===== src/rtl/fx2_wr_arbiter_if.sv =====
// Handshake and pin bundle between the two word streams, the arbiter and the FX2 FIFO port.
// The arbiter itself uses the slave modport; the master modport is the environment side.
interface fx2_wr_arbiter_if;
    logic [15:0] a_data_i;
    logic        a_valid_i;
    logic        a_ready_o;
    logic [15:0] b_data_i;
    logic        b_valid_i;
    logic        b_last_i;
    logic        b_ready_o;
    logic        flush_i;
    logic        if_ready_i;
    logic [15:0] fd_o;
    logic        slwr_o;
    logic        pktend_o;
    logic        busy_o;

    modport slave (
        input  a_data_i, a_valid_i, b_data_i, b_valid_i, b_last_i,
        input  flush_i, if_ready_i,
        output a_ready_o, b_ready_o, fd_o, slwr_o, pktend_o, busy_o
    );

    modport master (
        output a_data_i, a_valid_i, b_data_i, b_valid_i, b_last_i,
        output flush_i, if_ready_i,
        input  a_ready_o, b_ready_o, fd_o, slwr_o, pktend_o, busy_o
    );
endinterface


===== src/rtl/fx2_wr_arbiter.sv =====
// FX2 slave-FIFO write arbiter: B frames pre-empt the A stream, and short packets are committed with PKTEND.
// Define FX2_WR_ARBITER_ZLP_EN to turn a flush with nothing pending into a zero-length packet.
module fx2_wr_arbiter #(
    parameter int PKT_WORDS    = 256,
    parameter int IDLE_TIMEOUT = 1024,
    parameter int CW           = 16
) (
    input  logic            clk_i,
    input  logic            reset_i,
    fx2_wr_arbiter_if.slave bus
);
    localparam int WW = $clog2(PKT_WORDS);

    typedef enum logic [1:0] {IDLE, B_FRAME, PKTEND} state_t;

    state_t        state, state_n;
    logic [WW-1:0] word_cnt, word_cnt_n;
    logic [CW-1:0] idle_cnt, idle_cnt_n;
    logic          flush_pend, flush_pend_n;
    logic [15:0]   fd_q, fd_n;
    logic          slwr_q, slwr_n;
    logic          pktend_q, pktend_n;
    logic          pending, timeout, zlp, go;
    logic          a_acc, b_acc;

    always_comb begin
        pending = word_cnt != '0;
        timeout = idle_cnt == CW'(IDLE_TIMEOUT);
`ifdef FX2_WR_ARBITER_ZLP_EN
        zlp = flush_pend && !pending;
`else
        zlp = 1'b0;
`endif
        // Committing a packet outranks new words so a busy stream cannot starve a flush.
        go = state == IDLE && bus.if_ready_i
             && ((pending && (timeout || flush_pend)) || zlp);
        b_acc = !reset_i && bus.if_ready_i && bus.b_valid_i && !go
                && (state == IDLE || state == B_FRAME);
        a_acc = !reset_i && bus.if_ready_i && bus.a_valid_i && !bus.b_valid_i
                && !go && state == IDLE;
    end

    always_comb begin
        state_n      = state;
        word_cnt_n   = word_cnt;
        idle_cnt_n   = idle_cnt;
        flush_pend_n = flush_pend;
        fd_n         = fd_q;
        slwr_n       = a_acc || b_acc;
        pktend_n     = 1'b0;

        unique case (state)
            IDLE: begin
                if (go) begin
                    state_n = PKTEND;
                end else if (b_acc && !bus.b_last_i) begin
                    state_n = B_FRAME;
                end
            end
            B_FRAME: begin
                if (b_acc && bus.b_last_i) begin
                    state_n = IDLE;
                end
            end
            PKTEND: begin
                state_n = IDLE;
            end
            default: begin
                state_n = IDLE;
            end
        endcase

        if (go) begin
            pktend_n     = 1'b1;
            word_cnt_n   = '0;
            idle_cnt_n   = '0;
            flush_pend_n = 1'b0;
        end else begin
            // A flush with nothing to commit is dropped unless it becomes a ZLP.
            if (state == IDLE && flush_pend && !pending && !zlp) begin
                flush_pend_n = 1'b0;
            end
            if (a_acc || b_acc) begin
                word_cnt_n = (word_cnt == WW'(PKT_WORDS - 1)) ? '0
                                                              : word_cnt + 1'b1;
                idle_cnt_n = '0;
                fd_n       = b_acc ? bus.b_data_i : bus.a_data_i;
            end else if (state == IDLE && pending && !timeout) begin
                idle_cnt_n = idle_cnt + 1'b1;
            end
        end

        if (bus.flush_i) begin
            flush_pend_n = 1'b1;
        end
    end

    always_ff @(posedge clk_i or posedge reset_i) begin
        if (reset_i) begin
            state      <= IDLE;
            word_cnt   <= '0;
            idle_cnt   <= '0;
            flush_pend <= 1'b0;
            fd_q       <= '0;
            slwr_q     <= 1'b0;
            pktend_q   <= 1'b0;
        end else begin
            state      <= state_n;
            word_cnt   <= word_cnt_n;
            idle_cnt   <= idle_cnt_n;
            flush_pend <= flush_pend_n;
            fd_q       <= fd_n;
            slwr_q     <= slwr_n;
            pktend_q   <= pktend_n;
        end
    end

    assign bus.a_ready_o = a_acc;
    assign bus.b_ready_o = b_acc;
    assign bus.fd_o      = fd_q;
    assign bus.slwr_o    = slwr_q;
    assign bus.pktend_o  = pktend_q;
    assign bus.busy_o    = pending || state == B_FRAME;
endmodule


===== src/flat_wrapper.sv =====
// flat-port wrapper written by rule: the top's interface ports become plain ports
module fx2_wr_arbiter_flat 
#(
    parameter int PKT_WORDS    = 256,
    parameter int IDLE_TIMEOUT = 1024,
    parameter int CW           = 16
)
  (clk_i, reset_i, bus_a_data_i, bus_a_valid_i, bus_b_data_i, bus_b_valid_i, bus_b_last_i, bus_flush_i, bus_if_ready_i, bus_a_ready_o, bus_b_ready_o, bus_fd_o, bus_slwr_o, bus_pktend_o, bus_busy_o);
  fx2_wr_arbiter_if bus_i ();
  input  logic clk_i;
  input  logic reset_i;
  input wire logic [$bits(bus_i.a_data_i)-1:0] bus_a_data_i;
  input wire logic [$bits(bus_i.a_valid_i)-1:0] bus_a_valid_i;
  input wire logic [$bits(bus_i.b_data_i)-1:0] bus_b_data_i;
  input wire logic [$bits(bus_i.b_valid_i)-1:0] bus_b_valid_i;
  input wire logic [$bits(bus_i.b_last_i)-1:0] bus_b_last_i;
  input wire logic [$bits(bus_i.flush_i)-1:0] bus_flush_i;
  input wire logic [$bits(bus_i.if_ready_i)-1:0] bus_if_ready_i;
  output wire logic [$bits(bus_i.a_ready_o)-1:0] bus_a_ready_o;
  output wire logic [$bits(bus_i.b_ready_o)-1:0] bus_b_ready_o;
  output wire logic [$bits(bus_i.fd_o)-1:0] bus_fd_o;
  output wire logic [$bits(bus_i.slwr_o)-1:0] bus_slwr_o;
  output wire logic [$bits(bus_i.pktend_o)-1:0] bus_pktend_o;
  output wire logic [$bits(bus_i.busy_o)-1:0] bus_busy_o;
  assign bus_i.a_data_i = bus_a_data_i;
  assign bus_i.a_valid_i = bus_a_valid_i;
  assign bus_i.b_data_i = bus_b_data_i;
  assign bus_i.b_valid_i = bus_b_valid_i;
  assign bus_i.b_last_i = bus_b_last_i;
  assign bus_i.flush_i = bus_flush_i;
  assign bus_i.if_ready_i = bus_if_ready_i;
  assign bus_a_ready_o = bus_i.a_ready_o;
  assign bus_b_ready_o = bus_i.b_ready_o;
  assign bus_fd_o = bus_i.fd_o;
  assign bus_slwr_o = bus_i.slwr_o;
  assign bus_pktend_o = bus_i.pktend_o;
  assign bus_busy_o = bus_i.busy_o;
  fx2_wr_arbiter #(.PKT_WORDS(PKT_WORDS), .IDLE_TIMEOUT(IDLE_TIMEOUT), .CW(CW)) u_core (.clk_i(clk_i), .reset_i(reset_i), .bus(bus_i));
endmodule

===== config.mk =====
export PLATFORM = sky130hd
export DESIGN_NAME = fx2_wr_arbiter_flat
export DESIGN_NICKNAME = d
export VERILOG_FILES = /design/src/rtl/fx2_wr_arbiter_if.sv /design/src/rtl/fx2_wr_arbiter.sv /design/src/flat_wrapper.sv
export SDC_FILE = /design/constraint.sdc
export NUM_CORES = 1
export LEC_CHECK = 0
export BUFFER_PORTS_ARGS = -buffer_cell sky130_fd_sc_hd__buf_2
export CAP_MARGIN = 10
export CORE_MARGIN = 1
export CORE_UTILIZATION = 53
export DETAILED_ROUTE_END_ITERATION = 10
export PLACE_DENSITY = 0.76
export SYNTH_ARGS = -nofsm -noshare
export SYNTH_HDL_FRONTEND = slang
export SYNTH_SLANG_ARGS = --single-unit

===== constraint.sdc =====
create_clock -name clk_i -period 2.6 [get_ports clk_i]
set_input_delay 0.52 -clock clk_i [delete_from_list [all_inputs] [get_ports clk_i]]
set_output_delay 0.52 -clock clk_i [all_outputs]
set_load 0.02 [all_outputs]

Word level (Yosys, flattened, before mapping)
Cells that the tools add are included.

Flip-flop bits (word level): 45. Latch bits: 0. RAM bits: 0. Memory bits (read-only): 0. Bits of input ports: 39. Output and inout bits: 21. Word-level logic and storage cells: 64. Memories kept: 0.

$add $sub $neg: 2. $mul: 0. Divide/modulo/power cells: 0. $lt $le $gt $ge: 0. Equality and inequality tests: 5. Shift-type cells: 0. Mux-type cells: 15. Bitwise operators: 1. Reductions and logical operators: 34.

Operators with widths (count): $mux W16 (4); $mux W8 (3); $logic_and A1 B1 Y1 (17); $add A16 B1 Y16 const B (1); $eq A16 B11 Y1 const B (1); $add A8 B1 Y8 const B (1); $eq A8 B8 Y1 const B (1); $reduce_bool A8 Y1 (1); $logic_not A1 Y1 (6); $mux W2 (3); $reduce_bool A3 Y1 (2); $logic_or A1 B1 Y1 (4); $mux W1 (4); $pmux W2 S2 (1); $reduce_and A2 Y1 (2); $ne A3 B2 Y1 const B (1); $eq A2 B1 Y1 const B (1); $logic_not A2 Y1 (1); $ne A2 B2 Y1 const B (1); $reduce_bool A2 Y1 (1); $not A1 Y1 (1).

Longest topological paths before layout
Gate-level depths: netlist (run 1).

Depth after elaboration: 11. Mapped depth: 9. Gate-level depth less buffers: 8.

Worst setup path before layout (run 1)
No wires, ideal clock.

Path type: register to output. Start: reg u_core.word_cnt[0]. End: out bus_a_ready_o. Data arrival time: 1.946 ns. Required time: 2.080 ns. Slack: 0.134 ns. Stages on the path, launching flop included: 8. Path buffers: 0. Cell sequence: dfrtp_1 -> inv_1 -> ha_1 -> nor4b_4 -> a211oi_1 -> nand2_2 -> inv_2 -> nor4_1.

Cells in the longest elaborated chain, start to end: 6.

RTL lines: from (decl) (RTL line fx2_wr_arbiter.sv:17) `logic [WW-1:0] word_cnt, word_cnt_n;`; from (signal assigned) (RTL line fx2_wr_arbiter.sv:109) `word_cnt <= word_cnt_n;`; $reduce_bool A8 Y1 (RTL line fx2_wr_arbiter.sv:27) `pending = word_cnt != '0;`; $logic_and A1 B1 Y1 (2 in a row) (RTL line fx2_wr_arbiter.sv:36) `&& ((pending && (timeout || flush_pend)) || zlp);`; via u_core.go (RTL line fx2_wr_arbiter.sv:23) `logic pending, timeout, zlp, go;`; $logic_not A1 Y1 (RTL line fx2_wr_arbiter.sv:40) `&& !go && state == IDLE;`; $logic_and A1 B1 Y1 (2 in a row) (RTL line fx2_wr_arbiter.sv:40); to (decl) (RTL line flat_wrapper.sv:19) `output wire logic [$bits(bus_i.a_ready_o)-1:0] bus_a_ready_o;`.

The timed path passes the listed nets, and every way through them passes these cells.

Worst setup path after layout (run 1)
Start: reg u_core.idle_cnt[0]. End: out bus_a_ready_o.

Cells in the longest elaborated chain, start to end: 7.

RTL lines: from (decl) (RTL line fx2_wr_arbiter.sv:18) `logic [CW-1:0] idle_cnt, idle_cnt_n;`; from (signal assigned) (RTL line fx2_wr_arbiter.sv:110) `idle_cnt <= idle_cnt_n;`; $eq A16 B11 Y1 (RTL line fx2_wr_arbiter.sv:28) `timeout = idle_cnt == CW'(IDLE_TIMEOUT);`; $logic_or A1 B1 Y1 (RTL line fx2_wr_arbiter.sv:36); $logic_and A1 B1 Y1 (2 in a row) (RTL line fx2_wr_arbiter.sv:36); via u_core.go (RTL line fx2_wr_arbiter.sv:23); $logic_not A1 Y1 (RTL line fx2_wr_arbiter.sv:40); $logic_and A1 B1 Y1 (2 in a row) (RTL line fx2_wr_arbiter.sv:40).

The timed path passes the listed nets, and every way through them passes these cells.

==> results.toml, run 1 <==
[run_status]
status = "completed"

[critical_path]
crit_family = "simple AND/OR/NAND/NOR gates"
cpPeakStageDelay_ns = 0.37
end_kind = "output port"
crit_path_start_kind = "flop"
crit_fanout = 8
worstPathRequired_ns = 2.08
worstSetupPathType = "reg -> out"
cp_cell_sequence = "inv_2 > ha_1 > nor4b_2 > a41o_2 > nand2_4 > inv_2 > nor4_2 > buf_2"
crit_buf_inv = 3
cp.arrival_ns = 1.99
path_common_cell = "inv_2"
rr_worst_depth = 9
slowest_stage = "dfrtp_1"
cp.depth = 8

[route]
vias = 1971
firstDrtPassIters = 4
drt-wirelength-per-cell_um = 13.9
ant_nets = 0
wl_um = 5030
drtIter0Drc = 181
viasPerCell = 5.43
route.detailed.drc = 0

[timing]
final.min_clock_period_ns = 2.51
fin_crit_sh = 0.964
maxSlewViolCount = 0
final_hold_viol_count = 0
whs_ns = 0.332
max_slew.worst_pin.slew_ns = 0.940
fmax_mhz = 399
finClkSkew_ns = 0.00538
slew_headroom = 0.370
setup_viol = 0
rsz0062_at_grt = "no"
fin_setup_tns_ns = 0

[floorplan]
die-width_um = 69.1
die-area_um2 = 4770
core-area_um2 = 4350
chipHeight_um = 69.1
rows = 24
start_util = 0.548
io_pins = 60

[cells_and_area]
fillers = 337
area_delta_synth_final_pct = 23.1
fin_nets = 353
drive_above_1_share = 0.338
num_antenna_cells = 0

[clocking]
root_buffer = "clkbuf_8"
cts_buffers = 5
cts_tree = "done"
clockBufferDepth = 2
clock_latency_ns = 0.30
htree_levels = 2
cts.sinks = 45
clkTransAtPathRegs_ns = 0.08

[synth]
synth_cells = 239
synthAdderAreaFrac = 0.0210
synth_simple_gate_area_share = 0.218
synth_warnings = 0
synth_xor_area_frac = 0.0624
synth_compound_area_frac = 0.118
synth_seq_cells = 45
synthMuxAreaShare = 0.0671
synth_nets = 282
avgSynthCellArea_um2 = 9.98
synth_top_family_by_area = "simple AND/OR/NAND/NOR gates"
synth_area_um2 = 2390
yosysSeqAreaShare = 0.472
synth_cell_types = 44

[worst_hold_path]
hold_class = "in -> async"

[global_route]
grt_pass1_vias = 1781
grt_use_total = 0.221
antenna_found_initial = 0
grt_pass1_wl_um = 8370
grt_max_degree = 36
overflow = 0

[pwr]
power_density_nw_per_um2 = 964
vdd_drop_max_uv = 576
leakagePower_nw = 1.33

[flow_run]
cap_violations = 0

[placement]
port_buffers = 59
hpwlAfterDp_um = 3660
place_congestion = 0.796
-- cells in the final DEF (no fill, tap or decap), types with 2 or more instances in the layout --
cell type,instances
or2_2,3
nor2_1,40
xnor2_1,3
buf_2,59
nor2b_1,2
o21ai_0,6
inv_2,3
ha_1,4
nand4_1,15
a21oi_1,11
nand3_1,9
inv_1,8
and2_1,2
dfrtp_1,45
buf_4,12
a21oi_2,9
nor4_1,2
nor3_1,5
clkbuf_8,6
nand2_1,9
xor2_1,14
a211oi_2,2
mux2i_1,16
-- metrics by stage --
stage / setup WS, ns / std cells / util / instance area (µm²) / total power, W
2_1_floorplan: 0.134 / 239 / - / 2390 / 0.00185
3_3_place_gp: 0.339 / 352 / 0.634 / 2760 / 0.00216
3_5_place_dp: 0.263 / 352 / 0.634 / 2760 / 0.00219
4_1_cts: 0.0503 / 361 / 0.664 / 2890 / 0.00277
5_1_grt: 0.00108 / 363 / 0.675 / 2940 / 0.00300
6_report: 0.0942 / 363 / 0.675 / 2940 / 0.00283
-- report_power, final --
| group | internal (W) | switching (W) | leakage [nW] |
|---|---|---|---|
| Combinational | 0.000470 | 0.000760 | 0.700 |
| Sequential | 0.000896 | 0.000150 | 0.570 |
| Clock | 0.000313 | 0.000244 | 0.0574 |
| Total | 0.00168 | 0.00115 | 1.33 |
-- state kept, by name (all words and copies together) (netlist names) --
name / count
u_core.bus.pktend_o: 1
u_core.idle_cnt: 16
u_core.state: 2
u_core.word_cnt: 8
u_core.bus.slwr_o: 1
u_core.bus.fd_o: 16
u_core.flush_pend: 1
-- cells by family after synthesis --
logic type,count (synthesis)
simple gates,100
compound gates,38
fa+ha+maj,4
xor+xnor,17
mux,16
buf+inv,19
flops,45
-- synthesized netlist by cell type, drive strengths merged --
cell type	number	share of area
nor2b	2	0.0052
nor4b	3	0.017
nor2	40	0.063
nand4	15	0.039
nor4	3	0.0079
nand2	10	0.017
a21oi	21	0.060
inv	12	0.019
and2	3	0.0084
buf	6	0.022
o21a	1	0.0031
a21o	1	0.0031
clkbuf	1	0.0016
mux2i	16	0.067
nor3b	1	0.0031
and4	1	0.0037
xnor2	3	0.011
o211ai	1	0.0031
xor2	14	0.051
nand3	9	0.019
or3	1	0.0026
ha	4	0.021
a2111oi	1	0.012
nand3b	1	0.0031
a211oi	3	0.012
o21ai	7	0.015
or4	1	0.0031
dfrtp	45	0.47
or2	3	0.0079
a311oi	1	0.0037
a31oi	1	0.0026
and3	1	0.0026
a41o	1	0.0047
nor3	6	0.015
-- cell type report --
type / count / area [µm²] / share of cell area
Timing Repair Buffer: 71 / 385 / 0.131
Sequential cell: 45 / 1130 / 0.383
Clock inverter: 2 / 37.5 / 0.0128
Tap cell: 52 / 65.1 / 0.0221
Clock buffer: 6 / 82.6 / 0.0281
Multi-Input combinational cell: 175 / 1200 / 0.407
Inverter: 12 / 45.0 / 0.0153
-- routing by layer --
metal	up-vias	global-route usage	wire [µm]	part of all wire
li1	979	-	-	-
met1	899	0.298	2320	0.46
met2	79	0.330	2240	0.44
met3	14	0.0643	317	0.063
met4	0	0.102	161	0.032
met5	-	0	0	0
-- what timing repair did --
| action | in CTS | in global routing |
|---|---|---|
| buffers inserted | 1 | 2 |
| endpoints found under the hold margin | 0 | 0 |
| setup endpoints to repair | 1 | 2 |
| hold buffers | 0 | 0 |
| resized for setup | 1 | 7 |
| pin swaps | 0 | 1 |
-- worst paths after layout --
check	startpoint	to	slack, ns
hold / removal	reset_i	u_core.word_cnt[5]$_DFFE_PP0P_	0.33
min in group clk_i	bus_b_last_i	u_core.state[0]$_DFFE_PP0P_	0.40
setup reg to reg	u_core.word_cnt[0]$_DFFE_PP0P_	u_core.bus.fd_o[9]$_DFFE_PP0P_	0.46
setup / recovery	u_core.idle_cnt[0]$_DFFE_PP0P_	bus_a_ready_o	0.09
max in group asynchronous	reset_i	u_core.idle_cnt[2]$_DFFE_PP0P_	1.63
hold reg to reg	u_core.flush_pend$_DFFE_PP0P_	u_core.flush_pend$_DFFE_PP0P_	0.50
No activity file was read; power rests on OpenSTA's default activity.
==> run 2, diff against run 1 <==
- ABC_AREA: not set -> 1
- CORE_UTILIZATION: 53 -> 54
==> run 2 against run 1 <==
- sequential power grew 4%
- synthesized area grew 11%
- sequential cell count is the same
- global-route usage increased by 1.7 points
- critical path type unchanged
==> results.toml, run 2 <==
[synth]
synth_cells = 363
synth_enable_flop_cells = 0
synth.most_common_cell = "nand2_1"
yosysTopAreaCellShare = 0.426
netlist_top_cells_count = "nand2_1 (115), nand3_1 (49), nor2_1 (47)"
synth_nets = 406
synth_seq_cells = 45
synth_warnings = 0
yosysSeqAreaShare = 0.426
avgSynthCellArea_um2 = 7.29
synth_cell_types = 26
synth_area_um2 = 2650
async_flop_share = 1.00
ys_top_cells_by_area = "dfrtp_1 (43%), nand2_1 (16%), nand3_1 (9.3%)"
ys.flop_type = "dfrtp_1"
yosysTopAreaCell = "dfrtp_1"

[clocking]
htree_levels = 2
cts_tree = "done"
clkTransAtPathRegs_ns = 0.09
cts_setup_buffers = 0
clock_latency_ns = 0.30
cts.sinks = 45
cts_hold_buffers = 0
cts_buffers = 5
clockBufferDepth = 2
root_buffer = "clkbuf_8"
post_cts_resized = 0

[timing]
fin_setup_tns_ns = 0
whs_ns = 0.353
finClkSkew_ns = 0.0103
max_slew.worst_pin.slew_ns = 1.13
final.min_clock_period_ns = 2.41
final_hold_viol_count = 0
fmax_mhz = 415
rsz0062_at_grt = "no"
setup_viol = 0
maxSlewViolCount = 0
slew_headroom = 0.248
fin_crit_sh = 0.926

[route]
route.detailed.drc = 0
vias = 2406
firstDrtPassIters = 4
drtIter0Drc = 111
viasPerCell = 4.92
wl_um = 5450
ant_nets = 0
drt-wirelength-per-cell_um = 11.1

[worst_hold_path]
hold_class = "in -> async"

[placement]
hpwlAfterDp_um = 3930
port_buffers = 59
post-place-cells = 481
place_congestion = 0.785

[floorplan]
core-area_um2 = 4720
die-width_um = 72.0
start_util = 0.560
die-area_um2 = 5180
io_pins = 60
rows = 25
chipHeight_um = 72.0

[critical_path]
cpPeakStageDelay_ns = 0.41
worstPathRequired_ns = 2.08
worstSetupPathType = "reg -> out"
slowest_stage = "dfrtp_1"
cp_cell_sequence = "inv_1 > ha_1 > nand3_1 > nor2_1 > nand2_1 > nand2_1 > nand2_4 > nand2_4 > inv_1 > buf_2"
crit_path_start_kind = "flop"
end_kind = "output port"
crit_fanout = 24
cp.arrival_ns = 1.89
rr_worst_depth = 9

[cells_and_area]
num_antenna_cells = 0
layout_commonest_cell = "nand2_1"
drive_above_1_share = 0.192
stdcell_count = 489
fin_nets = 464
most-common-layout-cells = "nand2_1 (115), buf_2 (59), nand3_1 (49), nor2_1 (47), dfrtp_1 (45)"
fillers = 421
final_util = 0.645
area_delta_synth_final_pct = 15.2

[pwr]
power_density_nw_per_um2 = 969
vdd_drop_max_uv = 500
clkPwrFrac = 0.147
p_int_w = 0.00156
leakagePower_nw = 1.67
switching_share = 0.471
pwr-share-seq = 0.368
pwr-share-comb = 0.485
p_switching_w = 0.00139

[global_route]
grt_use_total = 0.238
grt_pass1_wl_um = 9750
grt_max_degree = 46
grt_pass1_vias = 2297
overflow = 0
antenna_found_initial = 0

[run_status]
status = "completed"

[flow_run]
cap_violations = 0
## run 2: changes by cell type after synthesis, moves of 9 or more
cell and change:
nand4_1 -11, nand2_1 +106, a21oi_2 -10, xor2_1 -9
nand3_1 +40, a21oi_1 -9, inv_1 +28, mux2i_1 -16
## run 2: logic make-up after synthesis
family / Yosys count / share of synthesized area
fa+ha+maj: 4 / 0.0189
flops: 45 / 0.426
compound gates: 20 / 0.0445
simple gates: 232 / 0.389
buf+inv: 54 / 0.0956
xor+xnor: 8 / 0.0265
## run 2: worst max-delay path, delay by kind of cell, from the launching register on
family | cells | cell delay (ns)
and+or+nand+nor | 6 | 0.66
DFF | 1 | 0.41
adders and majority gates | 1 | 0.19
buffers and inverters | 3 | 0.32
## run 2: metal layers
metal	track usage	part of all wire	vias to the layer above
met4	0.0741	0.020	0
met5	0	0	-
met2	0.432	0.49	70
met1	0.280	0.44	1074
li1	-	-	1252
met3	0.0542	0.052	10
## run 2: final cells by class
class,instances,area (µm²),share of cell area
sequential,45,1130,0.370
inverter,42,158,0.0517
tap,67,83.8,0.0275
clock buffer,6,72.6,0.0238
multi-input combinational,264,1270,0.416
clock inverter,2,15.0,0.00493
timing repair buffer,63,325,0.107
## run 2: final timing paths
check	startpoint	endpoint	slack, ns
setup reg to reg	u_core.idle_cnt[0]$_DFFE_PP0P_	u_core.idle_cnt[2]$_DFFE_PP0P_	0.40
hold / removal	reset_i	u_core.word_cnt[1]$_DFFE_PP0P_	0.35
setup / recovery	u_core.idle_cnt[0]$_DFFE_PP0P_	bus_b_ready_o	0.19
max in group asynchronous	reset_i	u_core.idle_cnt[4]$_DFFE_PP0P_	1.85
min in group clk_i	bus_flush_i	u_core.flush_pend$_DFFE_PP0P_	0.42
hold reg to reg	u_core.flush_pend$_DFFE_PP0P_	u_core.flush_pend$_DFFE_PP0P_	0.49
## run 2: power by group through the flow
stage | sequential [W] | clock, W | combinational, W
after floorplan | 0.00124 | 0 | 0.000975
after global placement | 0.00109 | 0 | 0.00142
after detailed placement | 0.00109 | 0 | 0.00145
after CTS | 0.00109 | 0.000442 | 0.00145
after global routing | 0.00112 | 0.000466 | 0.00160
final | 0.00109 | 0.000434 | 0.00143
## run 2: per-stage QoR
step	area (µm²)	setup WS (ns)	total power, W
3_5_place_dp	2960	0.349	0.00254
6_report	3050	0.192	0.00295
3_3_place_gp	2960	0.406	0.00251
4_1_cts	3050	0.165	0.00298
2_1_floorplan	2650	0.649	0.00221
5_1_grt	3050	0.0362	0.00319
==> run 3, diff against run 2 <==
==> constraint.sdc (replaced) <==
create_clock -name clk_i -period 2.6 [get_ports clk_i]
set_input_delay 0.52 -clock clk_i [delete_from_list [all_inputs] [get_ports clk_i]]
set_output_delay 0.52 -clock clk_i [all_outputs]
set_load 0.005 [all_outputs]
==> run 3 against run 2 <==
- setup slack got worse by 0.0081 ns
- critical endpoint is now bus_a_ready_o
- core utilization increased by 2.2 points
- total power decreased by 1.7%
- sequential cell count unchanged
==> results.toml, run 3 (synthesis results as in run 2) <==
[global_route]
grt_util_met1 = 0.277
grt_use_total = 0.228
grt_pass1_wl_um = 9360
grt_max_degree = 31
met2_usage = 0.405
antenna_found_initial = 0
overflow = 0
grt_pass1_vias = 2281
grt_busiest_layer = "met2"
use_met3 = 0.0403

[clocking]
root_buffer = "clkbuf_8"
cts_tree = "done"
htree_levels = 2
clockBufferDepth = 2
cts_buffers = 5
clock_latency_ns = 0.30
cts.sinks = 45
clkTransAtPathRegs_ns = 0.09
cts_hold_buffers = 0

[route]
viasPerCell = 4.85
firstDrtPassIters = 4
ant_nets = 0
route.detailed.drc = 0
wl_um = 5380
drtIter0Drc = 98
vias = 2417
drt-wirelength-per-cell_um = 10.8

[critical_path]
reg2reg_to = "u_core.word_cnt[0]$_DFFE_PP0P_"
rr_startpoint = "u_core.idle_cnt[0]$_DFFE_PP0P_"
rrSetupSlack_ns = 0.40
rr_worst_depth = 10
crit_path_start_kind = "flop"
crit_buf_inv = 3
crit_family = "simple AND/OR/NAND/NOR gates"
cp_cell_sequence = "inv_1 > ha_1 > nand3_1 > nor2_1 > nand2_1 > nand2_1 > nand2_8 > nand3b_4 > inv_1 > buf_2"
slowest_stage = "dfrtp_1"
worstSetupPathType = "reg -> out"
cpPeakStageDelay_ns = 0.42
end_kind = "output port"
crit_fanout = 24
cp.arrival_ns = 1.90
worstPathRequired_ns = 2.08

[cells_and_area]
layout_commonest_cell = "nand2_1"
most-common-layout-cells = "nand2_1 (115), buf_2 (59), nand3_1 (49), nor2_1 (47), dfrtp_1 (45)"
fillers = 413
area_delta_synth_final_pct = 19.1
drive_above_1_share = 0.211
num_antenna_cells = 0
fin_nets = 473
final_util = 0.667

[placement]
place_congestion = 0.772
place_ws_ns = 0.330
port_buffers = 59
hpwlAfterDp_um = 3830

[timing]
finClkSkew_ns = 0.00802
max_slew.worst_pin.slew_ns = 1.17
whs_ns = 0.299
fmax_mhz = 414
maxSlewViolCount = 0
final.min_clock_period_ns = 2.42
final_hold_viol_count = 0
fin_crit_sh = 0.929
setup_slack_ns = 0.183
slew_headroom = 0.216
fin_setup_tns_ns = 0
setup_viol = 0

[flow_run]
cap_violations = 0

[worst_hold_path]
hold_class = "in -> async"

[floorplan]
start_util = 0.560
die-width_um = 72.0
rows = 25
core-area_um2 = 4720
io_pins = 60
die-area_um2 = 5180
chipHeight_um = 72.0

[pwr]
vdd_drop_max_uv = 585
power_density_nw_per_um2 = 921
leakagePower_nw = 1.72

[run_status]
status = "completed"
==> run 3: changes by cell type in the layout (fill, tap and decap cells not counted) <==
cell,before,now
clkinv_4,0,1
bufinv_16,0,1
nand2_8,0,1
nand2_4,3,2
clkbuf_1,1,0
clkinvlp_4,2,1
buf_4,4,13
==> run 3: layer usage <==
metal | vias up | wire length [µm]
li1 | 1273 | -
met1 | 1080 | 2510
met2 | 57 | 2590
met3 | 7 | 204
met4 | 0 | 82
met5 | - | 0
==> run 3: metrics by stage <==
stage	cell area, µm²	power [W]	instances
2_1_floorplan	2650	0.00203	363
3_3_place_gp	2960	0.00232	481
3_5_place_dp	2960	0.00234	481
4_1_cts	3070	0.00289	489
5_1_grt	3150	0.00315	498
6_report	3150	0.00290	498
==> run 3: worst max-delay path by stage <==
| stage | slack (ns) | end | cells after the start | startpoint |
|---|---|---|---|---|
| finish | 0.18 | bus_a_ready_o | 10 | u_core.idle_cnt[0]$_DFFE_PP0P_ |
| global placement | 0.40 | u_core.word_cnt[0]$_DFFE_PP0P_ | 6 | bus_if_ready_i |
| detailed placement | 0.33 | u_core.word_cnt[5]$_DFFE_PP0P_ | 6 | bus_if_ready_i |
| floorplan | 0.73 | bus_a_ready_o | 10 | u_core.idle_cnt[0]$_DFFE_PP0P_ |
| CTS | 0.05 | bus_a_ready_o | 10 | u_core.idle_cnt[0]$_DFFE_PP0P_ |
| global route | -0.004 | bus_a_ready_o | 10 | u_core.idle_cnt[0]$_DFFE_PP0P_ |
==> run 3: final cells by class <==
| class | instances | area [µm²] | share of cell area |
|---|---|---|---|
| clock buffer | 5 | 68.8 | 0.0218 |
| timing repair buffer | 72 | 393 | 0.125 |
| tap | 67 | 83.8 | 0.0266 |
| inverter | 42 | 158 | 0.0500 |
| multi-input combinational | 264 | 1270 | 0.405 |
| clock inverter | 3 | 46.3 | 0.0147 |
| sequential | 45 | 1130 | 0.357 |
==> run 3: timing repair <==
| item | CTS | global route |
|---|---|---|
| setup endpoints to repair | 0 | 2 |
| gates resized for setup | 0 | 1 |
| buffers inserted | 0 | 9 |
==> run 3: power by group <==
| part | internal, W | switching, W |
|---|---|---|
| logic | 0.000463 | 0.000824 |
| registers | 0.000923 | 0.000156 |
| clock network | 0.000288 | 0.000248 |
| total | 0.00167 | 0.00123 |
